### src/rtl/mem_store_unit_pkg.sv
// mem_store_unit_pkg: store-width encodings, FSM states and request check
package mem_store_unit_pkg;
  localparam logic [1:0] ST_WORD = 2'b00;
  localparam logic [1:0] ST_HALF = 2'b01;
  localparam logic [1:0] ST_BYTE = 2'b10;
  localparam logic [1:0] ST_RSVD = 2'b11;
  typedef enum logic [2:0] {MS_IDLE, MS_READ, MS_WAIT, MS_WRITE, MS_DONE, MS_ERR} ms_state_e;
  function automatic logic bad_req(input logic [1:0] op, input logic [1:0] off);
    return op == ST_RSVD || (op == ST_HALF && off[0]) || (op == ST_WORD && off != 2'b00);
  endfunction
endpackage

### src/rtl/mem_store_unit_store_merge.sv
// store_merge: splices a word/half/byte into the old RAM word (big-endian lanes)
module store_merge
  import mem_store_unit_pkg::*;
(
  input  logic [31:0] old_word,
  input  logic [31:0] new_data,
  input  logic [1:0]  op,
  input  logic [1:0]  offset,
  output logic [31:0] merged
);
  logic [4:0] sh;
  assign sh = {~offset, 3'b000};
  // byte offset 0 is the most significant lane, so the shift is (3-offset)*8
  always_comb
    merged = op == ST_WORD ? new_data :
             op == ST_HALF ? (offset[1] ? {old_word[31:16], new_data[15:0]}
                                        : {new_data[15:0], old_word[15:0]}) :
             (old_word & ~(32'hFF << sh)) | ({24'b0, new_data[7:0]} << sh);
endmodule

### src/rtl/mem_store_unit.sv
// mem_store_unit: word/half/byte store into a word-only RAM via read-modify-write
module mem_store_unit
  import mem_store_unit_pkg::*;
#(
  parameter int MEM_AW = 10
) (
  input  logic              clk,
  input  logic              rst,
  input  logic              start,
  input  logic [1:0]        st_op,
  input  logic [31:0]       addr,
  input  logic [31:0]       wdata,
  output logic [MEM_AW-1:0] mem_addr,
  output logic              mem_rd_en,
  input  logic [31:0]       mem_rdata,
  output logic              mem_wr_en,
  output logic [31:0]       mem_wdata,
  output logic              busy,
  output logic              done,
  output logic              misalign
);
  ms_state_e         state_q, state_d;
  logic [MEM_AW+1:0] addr_q, addr_d;
  logic [31:0]       data_q, data_d, rdata_q, rdata_d;
  logic [1:0]        op_q, op_d;
  logic              unused_hi;
  assign unused_hi = ^addr[31:MEM_AW+2];
  // next-state and register capture; requests are only taken in IDLE
  always_comb begin
    state_d = state_q;
    addr_d  = addr_q;
    data_d  = data_q;
    op_d    = op_q;
    rdata_d = rdata_q;
    case (state_q)
      MS_IDLE: if (start) begin
        addr_d  = addr[MEM_AW+1:0];
        data_d  = wdata;
        op_d    = st_op;
        state_d = bad_req(st_op, addr[1:0]) ? MS_ERR : st_op == ST_WORD ? MS_WRITE : MS_READ;
      end
      MS_READ:  state_d = MS_WAIT;
      MS_WAIT: begin
        rdata_d = mem_rdata;
        state_d = MS_WRITE;
      end
      MS_WRITE: state_d = MS_DONE;
      default:  state_d = MS_IDLE;
    endcase
  end
  // state and latched request; reset abandons any store in flight
  always_ff @(posedge clk or posedge rst)
    if (rst) begin
      state_q <= MS_IDLE;
      addr_q  <= '0;
      data_q  <= '0;
      op_q    <= '0;
      rdata_q <= '0;
    end else begin
      state_q <= state_d;
      addr_q  <= addr_d;
      data_q  <= data_d;
      op_q    <= op_d;
      rdata_q <= rdata_d;
    end
  store_merge u_merge (
    .old_word(rdata_q),
    .new_data(data_q),
    .op      (op_q),
    .offset  (addr_q[1:0]),
    .merged  (mem_wdata)
  );
  assign mem_addr  = addr_q[MEM_AW+1:2];
  assign mem_rd_en = state_q == MS_READ;
  assign mem_wr_en = state_q == MS_WRITE;
  assign busy      = state_q != MS_IDLE;
  assign done      = state_q == MS_DONE;
  assign misalign  = state_q == MS_ERR;
endmodule

### config.mk
export PLATFORM = sky130hd
export DESIGN_NAME = mem_store_unit
export DESIGN_NICKNAME = d
export VERILOG_FILES = /design/src/rtl/mem_store_unit_pkg.sv /design/src/rtl/mem_store_unit_store_merge.sv /design/src/rtl/mem_store_unit.sv
export SDC_FILE = /design/constraint.sdc
export NUM_CORES = 1
export LEC_CHECK = 0
export ABC_AREA = 0
export CAP_MARGIN = 20
export CELL_PAD_IN_SITES_DETAIL_PLACEMENT = 0
export CELL_PAD_IN_SITES_GLOBAL_PLACEMENT = 2
export CORE_UTILIZATION = 30
export CTS_CLUSTER_SIZE = 28
export DETAILED_ROUTE_END_ITERATION = 7
export HOLD_SLACK_MARGIN = 0.15
export PLACE_DENSITY = 0.85
export SLEW_MARGIN = 40
export SYNTH_ARGS = -nofsm -noshare
export SYNTH_HDL_FRONTEND = slang
export SYNTH_HIERARCHICAL = 1
export SYNTH_SLANG_ARGS = --single-unit
### constraint.sdc
create_clock -name clk -period 3.7 [get_ports clk]
set_clock_uncertainty 0.05 [all_clocks]
set_input_delay 0.74 -clock clk [delete_from_list [all_inputs] [get_ports clk]]
set_output_delay 0.74 -clock clk [all_outputs]
set_load 0.1 [all_outputs]
# == Word-level counts from Yosys, hierarchy flattened ==
# Cells that the tools add are included.
# totals
romBits,0
latchBits,0
register_bits,81
input_bits,101
ramBits,0
word_cells,37
output_inout_bits,47
n_memories,0
# op_classes
n_mul,0
order_cmp,0
mux,7
shifts,2
addsub,0
bitwise,4
n_reduce_logical,10
div_mod_pow,0
n_eq_ne,9
# op_table
cell,count
2-to-1 mux 32 bit,3
AND 32 bit,1
inverter 32 bit,1
bitwise OR 32 bit,1
left shift 8 x 5 -> 32 bit,1
left shift 8 x 5 -> 32 bit (first input constant),1
one-hot mux 3 bit (4 select lines),1
equality test 3 x 2 -> 1 bit (second input constant),2
equality test 3 bit (second input constant),2
2-to-1 mux 3 bit,2
equality test 2 x 1 -> 1 bit (second input constant),2
logical NOT 2 bit,2
equality test 3 x 1 -> 1 bit (second input constant),1
logical NOT 3 bit,1
nonzero test 3 bit,1
equality test 2 bit (second input constant),1
logical AND 1 bit,2
logical OR 1 bit,2
2-to-1 mux 2 bit,1
inequality test 2 bit (second input constant),1
inverter 2 bit,1
AND reduction 2 bit,1
nonzero test 2 bit,1

# == Longest topological paths before layout ==
# depth
depth_word,7
depth_mapped,6
ltp_nobuf,3

# == Hierarchy ==
# The synthesis kept the hierarchy.
# by_module_without_submodules
module,area_each_um2,instances,cells_per_inst,seq_area_each_um2
mem_store_unit,3339.5,1,199,2026.9
store_merge,1068.5,1,139,0.0

# == Worst setup path before layout ==
# OpenSTA, ideal clock, no wires.
# synth_timing
kind,flip-flop to output port
start,register state_q[1]
end,output done
slack_ps,198
path_buffers,1
t_required_ps,2910
stages_incl_launch_ff,3
t_arrival_ps,2712
path_cell_list,dfrtp_1 clkbuf_2 nor3b_1
# synth_between
elab_chain_len,1
# synth_rtl
element,line_no,text
start: declaration,mem_store_unit.sv:22,"ms_state_e state_q, state_d;"
start signal: assignment,mem_store_unit.sv:60,state_q <= state_d;
equality test 3 bit,mem_store_unit.sv:77,assign done = state_q == MS_DONE;
end: declaration,mem_store_unit.sv:19,"output logic done,"
# Every way passes these cells.

# == Final worst setup path ==
# layout_timing
start,register op_q[1]
end,output mem_wdata[21]
# layout_between
elab_chain_len,3
elab_cells_between_ends,4
cone_classes,eq/ne: 1; mux: 2; reduce/logical: 1
# layout_rtl
element,line_no,text
start: declaration,mem_store_unit.sv:25,"logic [1:0] op_q, op_d;"
start signal: assignment,mem_store_unit.sv:63,op_q <= op_d;
equality test 2 x 1 -> 1 bit,mem_store_unit_store_merge.sv:16,"op == ST_HALF ? (offset[1] ? {old_word[31:16], new_data[15:0]}"
2-to-1 mux 32 bit,mem_store_unit_store_merge.sv:16,
2-to-1 mux 32 bit (*),mem_store_unit_store_merge.sv:15,merged = op == ST_WORD ? new_data :
end: declaration,mem_store_unit.sv:17,"output logic [31:0] mem_wdata,"
# Every way passes the cells marked *; elsewhere a longest branch is shown, timed or not.

==> results.toml <==
[global_routing]
grt_first_pass_wirelength_um = 17600
grt_max_degree = 62
grt.total_usage = 0.157
overflow = 0
antenna_found_initial = 0
grt_pass1_vias = 3195

[synth]
syn_inst = 338
syn_area_mm2 = 0.00441
synth_edf_count = 0
ys_seq_elements = 81
synth_flop_cell = "dfrtp_1"
synthesis.nets = 439
synth_area_leaders = "dfrtp_1 46%, mux2_2 17%, mux2_4 11%"
yosys_warnings = 6
synth_seq_area_share = 0.460
synth_area_per_cell_um2 = 13.0
synth_top_area_cell = "dfrtp_1"
synth_top_area_frac = 0.460
synthDistinctLibCells = 31
async_reset_ff_frac = 1.00

[timing]
setup_tns_ns = 0
fmax_mhz = 332
slew_viol_final = 0
max-slew-margin-rel = 0.623
worstMarginPinSlew_ns = 0.565
rsz0062_at_grt = "no"
hold_viol = 0
setup_violations = 0
period_minus_slack_ns = 3.01
timing.final.crit_share = 0.813

[setup_path]
worstSetupPathType = "flip-flop to output port"
crit_arrival_ns = 2.22
startpoint_type = "flip-flop"
critPathMaxFanout = 24
critical_path.endpoint_type = "output port"
required_ns = 2.91

[clocking]
cts_max_level = 3
post_cts_buffers = 0
cts_sinks = 81
clk_pin_slew_ns = 0.06
cts_made_buffers = 9
worstSkewPairLatency_ns = 0.34
clock_path_buffers = 2
ctsHoldBuffers = 0
post_cts_resized = 0
cts-root-buf = "clkbuf_16"
cts_tree = "done"

[outcome]
status = "finished, final reports clean"

[finish]
instances_no_fill = 632
finish.instance_area_mm2 = 0.00623
antenna_cells = 0
nNetsFinal = 548
drive_gt1_frac = 0.396
final_cell_mix = "80 x dfrtp_1, 80 x clkdlybuf4s50_1, 68 x mux2_2, 32 x mux2_4, 30 x buf_12"
area_growth_pct = 41.3

[detailed_routing]
drc_errors = 0
wl_per_cell_um = 17.6
viasPerCell = 4.78
wl_um = 11100
drtPass1Iterations = 4
num_vias = 3024
ant_nets = 0
dr_wl_met2_um = 5420
highest_layer = "met4"
drt-met1-wl_um = 4820
drt_iter0_markers = 130
dr_wl_met3_um = 717

[placed_design]
port_buffers = 127
dpl_cell_area_mm2 = 0.00593
dp.cells = 616
gp_congestion = 0.767
place_hpwl_um = 7700

[floorplanning]
die_h_um = 123
die_w_um = 123
core_mm2 = 0.0141
rows = 43
dieArea_mm2 = 0.0152
num_io_pins = 148
initial_utilization = 0.313

[hold_path]
hp-class = "flip-flop to flip-flop"

[job]
max_cap_viol_count = 0
metrics by stage:
step | hold WS (ns) | setup slack [ns] | util
final | 0.455 | 0.691 | 0.442
after global routing | 0.465 | 0.502 | 0.442
after CTS | 0.459 | 0.613 | 0.442
after detailed placement | 0.442 | 0.992 | 0.421
after global placement | 0.437 | 0.900 | 0.424
after floorplan | 0.424 | 0.198 | -
routing by layer:
layer,track usage,up-vias
li1,-,1428
met1,0.198,1489
met2,0.259,93
met3,0.0452,14
met4,0.0505,0
met5,0,-
cell usage after synthesis, types with 2 or more instances:
master and instances:
nor3_1 7, nor2b_1 2, a21o_1 16, dfrtp_1 81, o21ai_0 6, nand2_1 6, a31oi_1 5, mux2i_1 26
nand2b_1 7, clkbuf_1 9, buf_2 7, nor3b_1 5, mux2_2 68, mux2_4 32, buf_12 4, a211oi_1 12
inv_1 3, nor2_1 13, buf_4 13, a221o_1 3, clkbuf_2 2, and3b_1 2
cell families (layout without fill, tap and decap cells):
| family | count (synthesis) | after routing | share of synthesized area |
|---|---|---|---|
| multiplexers | 126 | 126 | 0.342 |
| buffers and inverters | 39 | 153 | 0.0633 |
| AND/OR/NAND/NOR | 47 | 47 | 0.0607 |
| AO/OA/AOI/OAI | 45 | 45 | 0.0744 |
| flip-flops | 81 | 81 | 0.460 |
path summary, 6_finish.rpt:
check	start	end	slack [ns]	depth (start not counted)
max	op_q[1]	mem_wdata[21]	0.69	4
min	addr_q[4]	addr_q[4]	0.45	1
max reg2reg	state_q[2]	addr_q[10]	1.80	4
min reg2reg	addr_q[4]	addr_q[4]	0.45	1
max in group asynchronous	rst	rdata_q[17]	2.30	3
min in group asynchronous	rst	rdata_q[6]	0.64	2
critical path, cell delays in order (launching register included):
cell     delay [ns]
dfrtp_2        0.70
nor2b_1        0.48
o21ai_0        0.15
a31oi_1        0.32
buf_12         0.22
final cells by class:
type	instances	area, um2
Clock buffer	11	243
Sequential cell	81	2030
Clock inverter	5	55.1
Timing Repair Buffer	134	1550
Fill cell	1354	7870
Inverter	3	12.5
Multi-Input combinational cell	218	2110
Tap cell	180	225
state kept, by name (all words and copies together), names as in the netlist:
register / cells
data_q: 32
state_q: 3
rdata_q: 32
addr_q: 12
op_q: 2
Power is left out: the tool's default activity adds up to more than one toggle a clock period on the data nets, which glitch-free logic cannot reach.
